===== src/rtl/vcu_pkg.sv =====
// Shared VCU definitions: DSP supervisor state encoding and
// default millisecond timing constants.
package vcu_pkg;

  typedef enum logic [1:0] {
    ST_RUN   = 2'd0,
    ST_RESET = 2'd1,
    ST_BOOT  = 2'd2,
    ST_LOCK  = 2'd3
  } state_t;

  localparam int CLK_PER_MS_DEF = 20000;
  localparam int RST_MS_DEF     = 1;
  localparam int BOOT_MS_DEF    = 100;
  localparam int STABLE_MS_DEF  = 1000;
  localparam int MAX_RETRY_DEF  = 3;

endpackage


===== src/rtl/dsp_rst_sequencer_if.sv =====
// DSP recovery sequencer signal bundle: fault/heartbeat/host
// inputs and reset/status outputs.
interface dsp_rst_sequencer_if;

  logic       i_fault;
  logic       i_dsp_alive;
  logic       i_clr_lock;
  logic       o_dsp_rst_n;
  logic       o_busy;
  logic       o_lockout;
  logic [3:0] o_retry_cnt;
  logic [1:0] o_state;

  modport master (
    input  i_fault,
    input  i_dsp_alive,
    input  i_clr_lock,
    output o_dsp_rst_n,
    output o_busy,
    output o_lockout,
    output o_retry_cnt,
    output o_state
  );

  modport slave (
    output i_fault,
    output i_dsp_alive,
    output i_clr_lock,
    input  o_dsp_rst_n,
    input  o_busy,
    input  o_lockout,
    input  o_retry_cnt,
    input  o_state
  );

endinterface


===== src/rtl/dsp_rst_sequencer_tick.sv =====
// Millisecond tick prescaler; tick on terminal count, restartable
// so a dwell of N ms is exactly N*CLK_PER_MS cycles.
module ms_tick_gen
  import vcu_pkg::*;
#(
  parameter int CLK_PER_MS = CLK_PER_MS_DEF
) (
  input  logic clk_20M,
  input  logic reset_n,
  input  logic i_restart,
  output logic o_tick
);

  localparam int W = (CLK_PER_MS > 1) ? $clog2(CLK_PER_MS) : 1;
  localparam logic [W-1:0] LAST = W'(CLK_PER_MS - 1);

  logic [W-1:0] cnt;

  always_ff @(posedge clk_20M or negedge reset_n) begin
    if (!reset_n) begin
      cnt <= '0;
    end else if (i_restart || cnt == LAST) begin
      cnt <= '0;
    end else begin
      cnt <= cnt + W'(1);
    end
  end

  assign o_tick = (cnt == LAST);

endmodule


===== src/rtl/dsp_rst_sequencer.sv =====
// DSP recovery sequencer: timed DSP reset, boot heartbeat wait,
// retry counting and latched lockout.
module dsp_rst_sequencer
  import vcu_pkg::*;
#(
  parameter int CLK_PER_MS = CLK_PER_MS_DEF,
  parameter int RST_MS     = RST_MS_DEF,
  parameter int BOOT_MS    = BOOT_MS_DEF,
  parameter int STABLE_MS  = STABLE_MS_DEF,
  parameter int MAX_RETRY  = MAX_RETRY_DEF
) (
  input  logic                 clk_20M,
  input  logic                 reset_n,
  dsp_rst_sequencer_if.master  bus
);

  state_t      state;
  logic [15:0] ms_cnt;
  logic [15:0] ms_nxt;
  logic [3:0]  retry;
  logic        tick;
  logic        rst_done;
  logic        boot_to;
  logic        stable;
  logic        fail;
  logic        can_retry;
  logic        leave;

  assign ms_nxt    = ms_cnt + 16'd1;
  assign rst_done  = tick && (ms_nxt == 16'(RST_MS));
  assign boot_to   = tick && (ms_nxt == 16'(BOOT_MS));
  assign stable    = tick && (ms_nxt == 16'(STABLE_MS));
  assign can_retry = (retry < 4'(MAX_RETRY));

  // heartbeat beats a coincident boot timeout
  assign fail =
    (state == ST_BOOT && !bus.i_dsp_alive && boot_to) ||
    (state == ST_RUN  && bus.i_fault);

  assign leave =
    (state == ST_RESET && rst_done) ||
    (state == ST_BOOT  && (bus.i_dsp_alive || boot_to)) ||
    (state == ST_RUN   && bus.i_fault) ||
    (state == ST_LOCK  && bus.i_clr_lock);

  ms_tick_gen #(
    .CLK_PER_MS (CLK_PER_MS)
  ) u_tick (
    .clk_20M   (clk_20M),
    .reset_n   (reset_n),
    .i_restart (leave),
    .o_tick    (tick)
  );

  always_ff @(posedge clk_20M or negedge reset_n) begin
    if (!reset_n) begin
      state           <= ST_RESET;
      ms_cnt          <= '0;
      retry           <= '0;
      bus.o_dsp_rst_n <= 1'b0;
      bus.o_busy      <= 1'b1;
      bus.o_lockout   <= 1'b0;
    end else begin
      if (leave) begin
        ms_cnt <= '0;
      end else if (tick) begin
        ms_cnt <= ms_nxt;
      end
      if (fail && can_retry) begin
        state           <= ST_RESET;
        retry           <= retry + 4'd1;
        bus.o_dsp_rst_n <= 1'b0;
        bus.o_busy      <= 1'b1;
      end else if (fail) begin
        state           <= ST_LOCK;
        bus.o_dsp_rst_n <= 1'b0;
        bus.o_busy      <= 1'b0;
        bus.o_lockout   <= 1'b1;
      end else begin
        unique case (state)
          ST_RESET: begin
            if (rst_done) begin
              state           <= ST_BOOT;
              bus.o_dsp_rst_n <= 1'b1;
            end
          end
          ST_BOOT: begin
            if (bus.i_dsp_alive) begin
              state      <= ST_RUN;
              bus.o_busy <= 1'b0;
            end
          end
          ST_RUN: begin
            // fault-free window elapsed: forgive past retries
            if (stable) begin
              retry  <= '0;
              ms_cnt <= '0;
            end
          end
          ST_LOCK: begin
            if (bus.i_clr_lock) begin
              state         <= ST_RESET;
              retry         <= '0;
              bus.o_busy    <= 1'b1;
              bus.o_lockout <= 1'b0;
            end
          end
        endcase
      end
    end
  end

  assign bus.o_state     = state;
  assign bus.o_retry_cnt = retry;

endmodule


===== src/flat_wrapper.sv =====
// flat-port wrapper written by rule: the top's interface ports become plain ports
module dsp_rst_sequencer_flat import vcu_pkg::*;
#(
  parameter int CLK_PER_MS = CLK_PER_MS_DEF,
  parameter int RST_MS     = RST_MS_DEF,
  parameter int BOOT_MS    = BOOT_MS_DEF,
  parameter int STABLE_MS  = STABLE_MS_DEF,
  parameter int MAX_RETRY  = MAX_RETRY_DEF
)
  (clk_20M, reset_n, bus_i_fault, bus_i_dsp_alive, bus_i_clr_lock, bus_o_dsp_rst_n, bus_o_busy, bus_o_lockout, bus_o_retry_cnt, bus_o_state);
  dsp_rst_sequencer_if bus_i ();
  input  logic clk_20M;
  input  logic reset_n;
  input wire logic [$bits(bus_i.i_fault)-1:0] bus_i_fault;
  input wire logic [$bits(bus_i.i_dsp_alive)-1:0] bus_i_dsp_alive;
  input wire logic [$bits(bus_i.i_clr_lock)-1:0] bus_i_clr_lock;
  output wire logic [$bits(bus_i.o_dsp_rst_n)-1:0] bus_o_dsp_rst_n;
  output wire logic [$bits(bus_i.o_busy)-1:0] bus_o_busy;
  output wire logic [$bits(bus_i.o_lockout)-1:0] bus_o_lockout;
  output wire logic [$bits(bus_i.o_retry_cnt)-1:0] bus_o_retry_cnt;
  output wire logic [$bits(bus_i.o_state)-1:0] bus_o_state;
  assign bus_i.i_fault = bus_i_fault;
  assign bus_i.i_dsp_alive = bus_i_dsp_alive;
  assign bus_i.i_clr_lock = bus_i_clr_lock;
  assign bus_o_dsp_rst_n = bus_i.o_dsp_rst_n;
  assign bus_o_busy = bus_i.o_busy;
  assign bus_o_lockout = bus_i.o_lockout;
  assign bus_o_retry_cnt = bus_i.o_retry_cnt;
  assign bus_o_state = bus_i.o_state;
  dsp_rst_sequencer #(.CLK_PER_MS(CLK_PER_MS), .RST_MS(RST_MS), .BOOT_MS(BOOT_MS), .STABLE_MS(STABLE_MS), .MAX_RETRY(MAX_RETRY)) u_core (.clk_20M(clk_20M), .reset_n(reset_n), .bus(bus_i));
endmodule

===== config.mk =====
export PLATFORM = sky130hd
export DESIGN_NAME = dsp_rst_sequencer_flat
export DESIGN_NICKNAME = d
export VERILOG_FILES = /design/src/rtl/vcu_pkg.sv /design/src/rtl/dsp_rst_sequencer_if.sv /design/src/rtl/dsp_rst_sequencer_tick.sv /design/src/rtl/dsp_rst_sequencer.sv /design/src/flat_wrapper.sv
export SDC_FILE = /design/constraint.sdc
export NUM_CORES = 1
export LEC_CHECK = 0
export CAP_MARGIN = 25
export CORE_MARGIN = 1
export CORE_UTILIZATION = 40
export CTS_CLUSTER_SIZE = 20
export DETAILED_ROUTE_END_ITERATION = 16
export MAX_ROUTING_LAYER = met4
export SLEW_MARGIN = 30
export SYNTH_ARGS = -nofsm -noshare
export SYNTH_HDL_FRONTEND = slang
export SYNTH_SLANG_ARGS = --single-unit

===== constraint.sdc =====
create_clock -name clk_20M -period 3.35 [get_ports clk_20M]
set_input_delay 0.5025 -clock clk_20M [delete_from_list [all_inputs] [get_ports clk_20M]]
set_output_delay 0.5025 -clock clk_20M [all_outputs]
set_load 0.01 [all_outputs]

==> After elaboration in Yosys (flattened, before gate mapping) <==
Cells that the tools add are included.
{ "op_classes": {"n_addsub": 3, "n_lt_le_gt_ge": 1, "n_eq_ne": 13, "n_mux": 30, "bitwise_logic": 1, "reduce_logical": 30} }
{ "ops": {"columns": ["operator", "count"], "rows": [
  ["16-bit two-way mux", 6],
  ["16-bit by 1-bit adder with 16-bit output (second input constant)", 1],
  ["16-bit by 1-bit equality test with 1-bit output (second input constant)", 1],
  ["16-bit by 10-bit equality test with 1-bit output (second input constant)", 1],
  ["16-bit by 7-bit equality test with 1-bit output (second input constant)", 1],
  ["4-bit two-way mux", 4],
  ["15-bit by 1-bit adder with 15-bit output (second input constant)", 1],
  ["15-bit equality test (second input constant)", 1],
  ["15-bit two-way mux", 1],
  ["1-bit two-way mux", 11],
  ["1-bit logical AND", 10],
  ["2-bit two-way mux", 5],
  ["3-bit nonzero test", 3],
  ["4-bit by 3-bit != test with 1-bit output (second input constant)", 2],
  ["4-bit case mux with 2 select lines", 1],
  ["4-bit AND reduction", 2],
  ["1-bit logical OR", 6],
  ["2-bit case mux with 3 select lines", 1],
  ["3-bit AND reduction", 2],
  ["5-bit nonzero test", 1],
  ["4-bit by 1-bit adder with 4-bit output (second input constant)", 1],
  ["2-bit equality test (second input constant)", 2],
  ["4-bit by 2-bit less-than comparator with 1-bit output (second input constant)", 1],
  ["4-bit by 2-bit != test with 1-bit output (second input constant)", 1],
  ["11 further kinds", 12]
]} }
{ "totals": {"regBits": 40, "in_bits": 5, "output_inout_bits": 9} }

==> Logic depth before layout (Yosys ltp) <==
{ "logic_depth": {"depth_word": 13, "depth_mapped": 13, "ltp_nobuf": 10} }

==> By module <==
A second synthesis with hierarchy kept.
{ "hier_totals": {"cells_unflattened": 281, "area_unflattened_um2": 2576.2} }
{ "modules_own_cells": {"columns": ["module", "n_inst", "cells_per_inst", "area_per_inst_um2", "seq_area_each_um2"], "rows": [
  ["dsp_rst_sequencer", 1, 207, 1839.3, 628.1],
  ["ms_tick_gen", 1, 74, 737.0, 375.4]
]} }

==> Worst setup path after synthesis <==
OpenSTA, ideal clock, no wires.
{ "synth_timing": {"path_kind": "reg-to-reg", "from": "register u_core.ms_cnt[0]", "to": "register u_core.state[1] (netlist: u_core.bus.o_state[1])", "setup_ns": 0.087, "arrival_time_ns": 2.403, "required_ns": 3.263, "slack_ns": 0.860, "path_stages_with_launch": 13, "path_buffers": 2, "period_less_slack_ns": 2.490, "path_cell_list": "dfrtp_1 ha_1 buf_6 and4_4 buf_6 a311oi_2 a41oi_1 nor4_1 and4_4 o21ai_2 a21oi_2 o31ai_1 a22oi_1"} }
{ "synth_between": {"elab_chain_cells": 8, "elab_cells_between_ends": 15, "classes_between": "1 x add/sub; 5 x eq/ne; 2 x mux; 7 x reduce/logical"} }
{ "synth_rtl": {"columns": ["element", "line_no", "source"], "rows": [
  ["start, declared", "dsp_rst_sequencer.sv:18", "logic [15:0] ms_cnt;"],
  ["start signal, assigned", "dsp_rst_sequencer.sv:67", "ms_cnt <= ms_nxt;"],
  ["16-bit by 1-bit adder with 16-bit output (*)", "dsp_rst_sequencer.sv:29", "assign ms_nxt = ms_cnt + 16'd1;"],
  ["16-bit by 7-bit equality test with 1-bit output", "dsp_rst_sequencer.sv:31", "assign boot_to = tick && (ms_nxt == 16'(BOOT_MS));"],
  ["1-bit logical AND", "dsp_rst_sequencer.sv:31", null],
  ["1-bit logical AND", "dsp_rst_sequencer.sv:37", "(state == ST_BOOT && !bus.i_dsp_alive && boot_to) ||"],
  ["1-bit logical OR", "dsp_rst_sequencer.sv:37", null],
  ["1-bit logical AND", "dsp_rst_sequencer.sv:69", "if (fail && can_retry) begin"],
  ["4-bit by 2-bit != test with 1-bit output (no line), or another cell as far along", null, null],
  ["4-bit AND reduction (no line)", null, null],
  ["end signal, assigned", "dsp_rst_sequencer.sv:70", "state <= ST_RESET;"],
  ["end signal, assigned", "dsp_rst_sequencer.sv:75", "state <= ST_LOCK;"],
  ["end signal, assigned", "dsp_rst_sequencer.sv:83", "state <= ST_BOOT;"],
  ["end, declared", "dsp_rst_sequencer.sv:17", "state_t state;"]
]} }
Every way passes the cells marked *; elsewhere a longest branch is shown, timed or not.
A chain may end at the register's enable or synchronous reset.

==> Final worst setup path <==
{ "layout_timing": {"from": "register u_core.ms_cnt[0]", "to": "register u_core.ms_cnt[0]"} }
{ "layout_between": {"elab_chain_cells": 13, "elab_cells_between_ends": 22, "classes_between": "1 x add/sub; 3 x eq/ne; 6 x mux; 12 x reduce/logical"} }
{ "layout_rtl": {"columns": ["element", "line_no", "source"], "rows": [
  ["16-bit by 1-bit adder with 16-bit output", "dsp_rst_sequencer.sv:29", null],
  ["16-bit by 7-bit equality test with 1-bit output", "dsp_rst_sequencer.sv:31", null],
  ["1-bit logical AND", "dsp_rst_sequencer.sv:31", null],
  ["1-bit logical OR", "dsp_rst_sequencer.sv:42", "(state == ST_BOOT && (bus.i_dsp_alive || boot_to)) ||"],
  ["1-bit logical AND", "dsp_rst_sequencer.sv:42", null],
  ["1-bit logical OR", "dsp_rst_sequencer.sv:41", "(state == ST_RESET && rst_done) ||"],
  ["1-bit logical OR", "dsp_rst_sequencer.sv:42", null],
  ["1-bit logical OR", "dsp_rst_sequencer.sv:43", "(state == ST_RUN && bus.i_fault) ||"],
  ["16-bit two-way mux", "dsp_rst_sequencer.sv:64", "if (leave) begin"],
  ["16-bit two-way mux", "dsp_rst_sequencer.sv:95", "if (stable) begin"],
  ["16-bit two-way mux", "dsp_rst_sequencer.sv:80", "unique case (state)"],
  ["16-bit two-way mux", "dsp_rst_sequencer.sv:74", "end else if (fail) begin"],
  ["16-bit two-way mux (*)", "dsp_rst_sequencer.sv:69", null]
]} }
Marks and branches as above.

==> results_dict.tcl <==
set metrics [dict create \
    ctsHoldBuffers 0 \
    portBuffers 13 \
    via_count 2088 \
    fin_crit_sh_pct 84.0 \
    wl_um 5540 \
    area_growth_pct 8.50 \
    grt_usage_pct 17.4 \
    drive_gt1_share_pct 8.12 \
    synth_edf_count 0 \
    hold_violations 0 \
    p_int_uw 982 \
    final_antenna_net_count 0 \
    die_area_um2 6990 \
    clock_skew_ns 0.0155 \
    ys_seq_area_share_pct 37.7 \
    htree_num_levels 2 \
    cpPeakStageDelay_ns 0.47 \
    fin_nets 322 \
    hpwl_um 4000 \
    overflow 0 \
    leakagePower_nw 1.20 \
    fin_hold_ws_ns 0.171 \
    critPathLaunchType "flip-flop" \
    drv_cap 0 \
    relSlewSlack_pct 65.3 \
    synth_cells 299 \
    grt_pass1_wl_um 9540 \
    final.setup.tns_ns 0 \
    clk_latency_ns 0.30 \
    crit_path_max_fanout 10 \
    ys_seq_elements 40 \
    syn-cell-area_um2 2660 \
    min_path_type "in -> async" \
    setup_ws_ns 0.537 \
    path_clk_slew_ns 0.08 \
    core_area_um2 6390 \
    post_cts_resized 0 \
    antenna_found_initial 0 \
    cp.required_ns 3.52 \
    pwr-share-comb_pct 33.9 \
    clock-sinks 40 \
    synth_nets 314 \
    cp-end-kind "flip-flop" \
    arrival_ns 2.99 \
    die_w_um 83.6 \
    drt_iter0_markers 154 \
    status "completed" \
    async_flop_share_pct 100 \
    remaining_drc_errors 0 \
    crit_family "simple AND/OR/NAND/NOR gates" \
    rows 29 \
    switchingPower_uw 519 \
    tightest_slew_ns 0.516 \
    cts_buffers 5 \
    ys.warnings.count 0 \
    swShare_pct 34.6 \
    num_antenna_cells 0 \
    clock-root-buffer "clkbuf_8" \
    first_global_vias 1909 \
    seqPwrFrac_pct 39.8 \
    period_minus_slack_ns 2.81 \
    cts_tree "built" \
    synth-main-ff-cell "dfrtp_1" \
    viasPerCell 5.42 \
    path_class "reg -> reg" \
    total_power_mw 1.50 \
    num_io_pins 14 \
    cts_setup_buffers 0 \
    synth_cell_types 60 \
    clkPwrFrac_pct 26.3 \
    dieHeight_um 83.6 \
    ir_drop_mv 0.518 \
    path_common_cell "and4_4" \
    dp_slack_ns 0.564 \
    syn_area_per_cell_um2 8.91 \
    first_pass_iters 5 \
    gp_congestion 0.873 \
    cts_buffer_depth 2 \
    cp_num_buf_inv 0 \
    report.final.slew_viol_count 0 \
    max_freq_mhz 355 \
    rsz0062_at_grt "false" \
    setup_viol 0 \
    grt_max_degree 41 \
    crit_slowest_cell "dfrtp_1" \
    path_cells "ha_1, and4_4, a311oi_2, a41oi_1, nor4_1, and4_4, or2_1, o21bai_2, nor2_1" \
    powerDensity_nw_per_um2 519 \
    start_util_pct 41.7 \
    wl_per_cell_um 14.4 \
]
## cells by family (layout without fill, tap and decap cells)
logic type | Yosys count | in the layout | share of synthesized area (%)
XOR/XNOR | 34 | 34 | 11.2
flip-flops | 40 | 40 | 37.7
buffers and inverters | 27 | 36 | 6.34
adder cells (fa/ha/maj) | 10 | 10 | 4.70
AO/OA/AOI/OAI | 42 | 42 | 11.0
AND/OR/NAND/NOR | 146 | 146 | 29.1
## per-stage QoR
step	cell area, um^2	instances	utilization (%)
floorplan	2660	299	-
global placement	2780	377	43.5
detailed placement	2780	377	43.5
CTS	2890	385	45.2
global route	2890	385	45.3
finish	2890	385	45.3
## worst reg2reg max path, delay by kind of cell, from the launching register on
family	cells	cell delay, ns
compound gates	3	0.74
flops	1	0.47
simple gates	5	1.07
fa+ha+maj	1	0.42
## path summary, 6_finish.rpt
kind	cells after the start	end	start	slack (ns)
max reg2reg	9	u_core.ms_cnt[0]	u_core.ms_cnt[0]	0.54
max in group asynchronous	1	u_core.bus.o_state[0]	reset_n	2.80
max	9	u_core.ms_cnt[0]	u_core.ms_cnt[0]	0.54
min reg2reg	1	u_core.u_tick.cnt[0]	u_core.u_tick.cnt[0]	0.48
min in group clk_20M	1	u_core.u_tick.cnt[0]	u_core.u_tick.cnt[0]	0.48
min	1	u_core.ms_cnt[15]	reset_n	0.17
## sequential cells by signal (all words and copies together) (netlist names)
name,count
u_core.bus.o_retry_cnt,4
u_core.ms_cnt,16
u_core.bus.o_dsp_rst_n,1
u_core.u_tick.cnt,15
u_core.bus.o_lockout,1
u_core.bus.o_busy,1
u_core.bus.o_state,2
## Yosys cell counts, types with 6 or more instances
cell type   n  share of area [%]
a21oi_1     7                1.3
nor2_1     47                6.6
dfrtp_1    38                 36
inv_1      13                1.8
nand2_1    22                3.1
xnor2_1    15                4.9
nand4_1    13                3.1
ha_1       10                4.7
nand3_1    20                3.8
buf_6       7                3.0
o21ai_0     6                1.1
xor2_1     19                6.2
## cell type report
| type | count | area, um^2 |
|---|---|---|
| repair buffers | 15 | 143 |
| inverters | 13 | 48.8 |
| flip-flops and latches | 40 | 1000 |
| clock buffers | 6 | 72.6 |
| multi-input cells | 232 | 1490 |
| well taps | 77 | 96.3 |
| clock inverters | 2 | 35.0 |
| fillers | 608 | 3500 |
## power by group through the flow
stage | Combinational [mW] | Clock [mW] | Sequential [mW]
floorplan | 0.326 | 0 | 0.614
global placement | 0.507 | 0 | 0.604
detailed placement | 0.509 | 0 | 0.608
CTS | 0.513 | 0.404 | 0.598
global route | 0.579 | 0.421 | 0.607
finish | 0.509 | 0.395 | 0.597
## cell usage in the layout (no fill, tap or decap), types with 2 or more instances in the layout
cell type	count
and4_4	2
nor4_1	4
clkdlybuf4s50_1	12
nand2_1	22
dfstp_2	2
clkbuf_8	5
ha_1	10
a22oi_1	2
xor2_1	19
a31oi_1	2
and2_1	5
buf_4	3
nor3_1	5
dfrtp_1	38
nor4b_1	2
nand4_1	13
nand3b_1	4
xnor2_1	15
and3_1	5
nand3_1	20
or3_1	2
a211oi_1	2
a21oi_1	7
inv_1	13
nor2_1	47
o21ai_1	5
or4_1	2
o21ai_0	6
## routing by layer
metal	track usage (%)	part of all wire, %
met1	25.1	51
met2	24.3	44
met3	3.36	2.8
met4	5.86	1.7
met5	-	0
(Power assumes the default switching activity.)
